[config.mk]
export PLATFORM = sky130hd
export DESIGN_NAME = ram_bus_arbiter
export DESIGN_NICKNAME = d
export VERILOG_FILES = /design/src/rtl/ram_bus_arbiter.sv
export SDC_FILE = /design/constraint.sdc
export NUM_CORES = 1
export LEC_CHECK = 0
export ABC_CLOCK_PERIOD_IN_PS = 2500
export CORE_ASPECT_RATIO = 1.4
export CORE_MARGIN = 4
export CORE_UTILIZATION = 43
export CTS_BUF_LIST = sky130_fd_sc_hd__clkbuf_2
export DETAILED_ROUTE_END_ITERATION = 10
export PLACE_DENSITY = 0.93
export SKIP_LAST_GASP = 1
export SLEW_MARGIN = 40
export SYNTH_ARGS = -nofsm -noshare
export SYNTH_HDL_FRONTEND = slang
export SYNTH_SLANG_ARGS = --single-unit
[constraint.sdc]
create_clock -name clk -period 2.5 [get_ports clk]
set_input_delay 0.5 -clock clk [delete_from_list [all_inputs] [get_ports clk]]
set_output_delay 0.5 -clock clk [all_outputs]
set_load 0.02 [all_outputs]
[src/rtl/ram_bus_arbiter.sv]
// ============================================================================
// Module   : ram_bus_arbiter
// Purpose  : Round-robin share of one RamBus port between two APB requesters,
//            with access re-timing and dead-slave timeout.
// Revision : 1.0
// ============================================================================
`default_nettype none

module ram_bus_arbiter #(
  parameter int                ADDR_W       = 14,
  parameter int                DATA_W       = 32,
  parameter int                TIMEOUT_CYC  = 1024,
  parameter logic [DATA_W-1:0] TIMEOUT_DATA = 'hDEADBEEF
) (
  input  logic              clk,
  input  logic              rst,
  input  logic              RamBusnCs0,
  input  logic              RamBusWrnRd0,
  input  logic              RamBusLatch0,
  input  logic [ADDR_W-1:0] RamBusAddress0,
  input  logic [DATA_W-1:0] RamBusDataIn0,
  output logic [DATA_W-1:0] RamBusDataOut0,
  output logic              RamBusAck0,
  input  logic              RamBusnCs1,
  input  logic              RamBusWrnRd1,
  input  logic              RamBusLatch1,
  input  logic [ADDR_W-1:0] RamBusAddress1,
  input  logic [DATA_W-1:0] RamBusDataIn1,
  output logic [DATA_W-1:0] RamBusDataOut1,
  output logic              RamBusAck1,
  output logic              DsnCs,
  output logic              DsWrnRd,
  output logic              DsLatch,
  output logic [ADDR_W-1:0] DsAddress,
  output logic [DATA_W-1:0] DsDataIn,
  input  logic [DATA_W-1:0] DsDataOut,
  input  logic              DsAck,
  output logic              Grant,
  output logic              Busy,
  output logic [15:0]       TimeoutCount
);

  localparam int            c_cntW   = (TIMEOUT_CYC > 2) ? $clog2(TIMEOUT_CYC) : 1;
  localparam logic [c_cntW-1:0] c_cntMax = c_cntW'(TIMEOUT_CYC - 1);

  typedef enum logic [1:0] {
    S_IDLE   = 2'd0,
    S_SETUP  = 2'd1,
    S_ACCESS = 2'd2,
    S_RESP   = 2'd3
  } state_t;

  state_t              r_state;
  state_t              w_nextState;
  logic                r_pointer;
  logic                r_grant;
  logic                r_ack0;
  logic                r_ack1;
  logic                r_dsWrnRd;
  logic [ADDR_W-1:0]   r_dsAddress;
  logic [DATA_W-1:0]   r_dsDataIn;
  logic [DATA_W-1:0]   r_dataOut0;
  logic [DATA_W-1:0]   r_dataOut1;
  logic [c_cntW-1:0]   r_cnt;
  logic [15:0]         r_timeoutCount;

  logic                w_req0;
  logic                w_req1;
  logic                w_pick;
  logic                w_cntEnd;
  logic                w_accessDone;
  logic [DATA_W-1:0]   w_readData;

  assign w_req0       = RamBusnCs0 & RamBusLatch0;
  assign w_req1       = RamBusnCs1 & RamBusLatch1;
  // Contention goes to the pointer port; otherwise whichever port asks.
  assign w_pick       = (w_req0 & w_req1) ? r_pointer : w_req1;
  assign w_cntEnd     = (r_cnt == c_cntMax);
  assign w_accessDone = (r_state == S_ACCESS) & (DsAck | w_cntEnd);
  assign w_readData   = DsAck ? DsDataOut : TIMEOUT_DATA;

  always_ff @(posedge clk) begin
    if (rst) begin
      r_state <= S_IDLE;
    end else begin
      r_state <= w_nextState;
    end
  end

  always_comb begin
    w_nextState = r_state;
    case (r_state)
      S_IDLE:   if (w_req0 | w_req1) w_nextState = S_SETUP;
      S_SETUP:  w_nextState = S_ACCESS;
      S_ACCESS: if (w_accessDone) w_nextState = S_RESP;
      S_RESP:   w_nextState = S_IDLE;
      default:  w_nextState = S_IDLE;
    endcase
  end

  always_ff @(posedge clk) begin
    if (rst) begin
      r_pointer      <= 1'b0;
      r_grant        <= 1'b0;
      r_ack0         <= 1'b0;
      r_ack1         <= 1'b0;
      r_dsWrnRd      <= 1'b0;
      r_dsAddress    <= '0;
      r_dsDataIn     <= '0;
      r_dataOut0     <= '0;
      r_dataOut1     <= '0;
      r_cnt          <= '0;
      r_timeoutCount <= '0;
    end else begin
      r_ack0 <= 1'b0;
      r_ack1 <= 1'b0;
      case (r_state)
        S_IDLE: begin
          if (w_req0 | w_req1) begin
            r_grant     <= w_pick;
            r_dsWrnRd   <= w_pick ? RamBusWrnRd1   : RamBusWrnRd0;
            r_dsAddress <= w_pick ? RamBusAddress1 : RamBusAddress0;
            r_dsDataIn  <= w_pick ? RamBusDataIn1  : RamBusDataIn0;
          end
        end
        S_SETUP: r_cnt <= '0;
        S_ACCESS: begin
          r_cnt <= r_cnt + 1'b1;
          if (w_accessDone) begin
            r_ack0 <= ~r_grant;
            r_ack1 <= r_grant;
            if (!r_dsWrnRd) begin
              if (r_grant) r_dataOut1 <= w_readData;
              else         r_dataOut0 <= w_readData;
            end
            // An ack on the last permitted cycle is a normal completion.
            if (!DsAck && r_timeoutCount != 16'hFFFF) begin
              r_timeoutCount <= r_timeoutCount + 16'd1;
            end
          end
        end
        S_RESP: r_pointer <= ~r_grant;
        default: ;
      endcase
    end
  end

  assign DsnCs          = (r_state == S_SETUP) | (r_state == S_ACCESS);
  assign DsLatch        = (r_state == S_ACCESS);
  assign Busy           = (r_state != S_IDLE);
  assign DsWrnRd        = r_dsWrnRd;
  assign DsAddress      = r_dsAddress;
  assign DsDataIn       = r_dsDataIn;
  assign Grant          = r_grant;
  assign RamBusAck0     = r_ack0;
  assign RamBusAck1     = r_ack1;
  assign RamBusDataOut0 = r_dataOut0;
  assign RamBusDataOut1 = r_dataOut1;
  assign TimeoutCount   = r_timeoutCount;

endmodule

`default_nettype wire
==> metrics, run 1 <==
net count after synthesis 790; static leakage 3.45 nW; CP Buf/Inv Count 3; vias per cell 5.37; fill count 1096; final hold viol count 0; antenna violations before repair 1; CTS tree done; clk_lat worst skew ~670 ps; RSZ-0062 raised after global routing no; setup violators final 0; Switching Fraction 35.0%; slowest cell on the critical path dfxtp_1; Num CTS Buffers 17; crit path time final 2340 ps; R2R Path End TimeoutCount[15]; worst slew margin relative to its limit 59.2%; gr usage total about 22%; crit-path max cell delay ~430 ps; Initial DRC Count 269; Initial Util 44.4%; Critical Path AT 1840 ps; postcts setup bufs 0; first-pass GRT wire length 28100 um; Levels on crit path 4; die footprint between 15000 and 20000 sq um; launch point of the worst reg-to-reg path r_state[1]; Top delay family on crit path buffers and inverters; Final Worst Setup Slack approximately 160 ps; max cap viols 0; buffer depth of the longest clock path 2; Final Instance Area 9100 sq um; share of post-route cells with drive strength above 1 6.19%; average size of a mapped cell 9.24 sq um; CP required 2000 ps; outcome finished clean; chain of cells forming the critical path inv_1 -> ha_2 -> inv_1 -> dlygate4sd2_1; Max H-tree Level 4; Final Slew Violations 0; R2R Setup Slk 530 ps; worst hold path type in2reg; P per Cell Area between 700 and 800 nW/um^2; Final nets 1030; critical path capture point Busy; core area 13600 sq um; DP Wirelength 13300 um; gr ovfl total 0; site row count 50; worst-path maximum fanout 4; crit path kind reg2out; sequential share of power around two fifths; Ys Warns 0; CTS clk-pin slew, worst paths 230 ps; post-placement cell area ~8800 sq um; dpl ws 193 ps; sequential area share after synthesis 47.5%; P&R area growth vs syn 51.0%; Comb pwr share 36.8%; vias in the first global route 5796; internal cell power about 0.0045 W; Post-Route WL between 15000 and 20000 um; Psw 0.00240 W; clock share of power 22.1%; Yosys top cell by area dfxtp_1; Synth area leaders dfxtp_1 (48%), mux2i_1 (8.3%), a21oi_1 (6.7%), o21a_1 (6.1%), a211oi_1 (5.9%); root buf cell clkbuf_2; Final Wtd Congestion 0.770; DR pass1 iterations 5; startpoint types flip-flop; Worst VDD drop 0.000413 V; # IOs 266; distinct cell type count after synthesis 39; Avg WL per Cell 16.4 um; Clock Skew 33.6 ps; Chip Width about 110 um; # port buffers 265; Tcrit/Tclk final 93.4%; Cell Area, Synth 6020 sq um; area share of the largest cell type after synthesis 47.5%; pin count of the biggest net entering global routing 95; register bit count reported by yosys 143; Die H around 150 um; Least-Margin Pin Slew 611 ps; total number of vias between 5000 and 6000; antenna viol nets, final 0; CP Launch Point r_state[1]; Cells after Synth 652; Worst Reg-to-Reg Cells 6; Clock Sinks 143; CP most frequent cell inv_1; fmax 428 MHz; crit end category primary output; hold_buf cts 0; # DRC 0
worst reg2reg max path: cells and delay by family (launching register included):
kind          cells  cell delay, ps
simple gates      3             640
flops             1             430
mux               1             370
fa+ha+maj         1             250
buf+inv           1             230
flip-flops by register name, summed over array words and instances, names as in the netlist, 2 cells and up:
name / flops
DsAddress: 14
RamBusDataOut1: 32
r_state: 2
r_cnt: 10
TimeoutCount: 16
RamBusDataOut0: 32
DsDataIn: 32
layout make-up:
class | count | area, sq um | area share (%)
Clock inverter | 12 | 184 | 2.02
Inverter | 6 | 22.5 | 0.248
Antenna cell | 1 | 2.50 | 0.0275
Sequential cell | 143 | 2860 | 31.5
Timing Repair Buffer | 280 | 2790 | 30.7
Clock buffer | 19 | 95.1 | 1.05
Multi-Input combinational cell | 444 | 2910 | 32.0
Tap cell | 182 | 228 | 2.50
cell families (layout without fill, tap and decap cells):
logic type                 count (synthesis)  count (layout)  synth area share [%]
AOI/OAI and AO/OA                        214             214                  22.5
xor gates and xnor gates                   8               8                  1.16
adders and majority gates                  5               5                  1.04
buffers and inverters                     65             317                  4.65
DFF                                      143             143                  47.5
muxes                                     52              52                  8.68
other                                      0               1                     0
and+or+nand+nor                          165             165                  14.4
layout by cell type, fill, tap and decap left out, types with 9 or more instances in the layout:
cell	count
clkdlybuf4s50_1	261
dfxtp_1	143
o31ai_1	13
o21ai_0	19
buf_4	13
mux2i_1	50
nor2b_1	26
nand4_1	9
clkbuf_2	20
nor2_1	59
o21a_1	49
a211oi_1	47
a21oi_1	81
nand3_1	22
or4_1	13
cells in the mapped netlist:
| cell | n |
|---|---|
| nor2_1 | 60 |
| nand2b_1 | 2 |
| or3b_1 | 1 |
| a31oi_1 | 1 |
| xor2_1 | 5 |
| mux2_2 | 1 |
| buf_6 | 1 |
| buf_4 | 4 |
| nor3_1 | 3 |
| nor2_2 | 2 |
| buf_2 | 11 |
| and4_1 | 6 |
| nand4_1 | 9 |
| nor4_1 | 3 |
| mux2_1 | 1 |
| a21oi_1 | 81 |
| and2_1 | 1 |
| mux2i_1 | 50 |
| o21a_1 | 49 |
| a21o_1 | 1 |
| dfxtp_1 | 143 |
| o31ai_1 | 13 |
| o211ai_1 | 1 |
| buf_1 | 5 |
| clkbuf_1 | 38 |
| and3_1 | 3 |
| and2_0 | 1 |
| xnor2_1 | 3 |
| ha_1 | 5 |
| or4_1 | 13 |
| nand2_1 | 8 |
| a211oi_1 | 47 |
| o21ai_0 | 19 |
| nand3_1 | 22 |
| inv_1 | 6 |
| nor2b_1 | 26 |
| or3_1 | 4 |
| and4_4 | 1 |
| a22oi_1 | 2 |
power by group through the flow:
stage                     combinational, W  sequential [W]  clock [W]
after CTS                          0.00255         0.00282    0.00156
after floorplan                   0.000970         0.00323          0
final                              0.00252         0.00282    0.00152
after global routing               0.00273         0.00286    0.00166
after global placement             0.00251         0.00285          0
after detailed placement           0.00256         0.00287          0
what timing repair did:
action | CTS | global route
pin swaps | 0 | 0
endpoints found under the setup margin | 3 | 2
cloned | 0 | 0
resized for setup | 3 | 3
worst min path at each step:
| stage | from | depth (start not counted) | to | slack (ps) |
|---|---|---|---|---|
| floorplan | r_pointer | 2 | r_pointer | 460 |
| global placement | RamBusDataOut0[12] | 1 | RamBusDataOut0[12] | 450 |
| detailed placement | RamBusDataOut0[21] | 1 | RamBusDataOut0[21] | 450 |
| CTS | rst | 2 | TimeoutCount[13] | 40 |
| global route | rst | 2 | TimeoutCount[12] | 30 |
| finish | rst | 2 | TimeoutCount[8] | 110 |
metrics by stage:
step	instances	hold WS [ps]	total power [W]	TNS (ps)	utilization, %
after global routing	1087	26.7	0.00725	0	67.0
after global placement	1055	446	0.00536	0	64.9
final	1087	111	0.00686	0	67.0
after detailed placement	1055	452	0.00543	0	65.0
after CTS	1086	42.0	0.00693	-67.1	67.0
after floorplan	652	461	0.00420	0	-
metal layers:
| metal | vias up | routed length [um] | GRT usage [%] |
|---|---|---|---|
| li1 | 2856 | - | - |
| met1 | 2705 | 6540 | 22.2 |
| met2 | 228 | 9270 | 40.2 |
| met3 | 44 | 1330 | 6.51 |
| met4 | 0 | 707 | 10.7 |
| met5 | - | 0 | 0 |
Note: power is estimated with default switching activity, not from simulation.
==> run 2, diff against run 1 <==
Settings changed: GPL_ROUTABILITY_DRIVEN set to 1.
==> results of run 2 <==
Final layout, timing and power as in run 1 (identical DEF).
==> run 3, diff against run 2 <==
Settings changed: CAP_MARGIN set to 10.
==> results of run 3 <==
Final layout, timing and power as in run 1 (identical DEF).
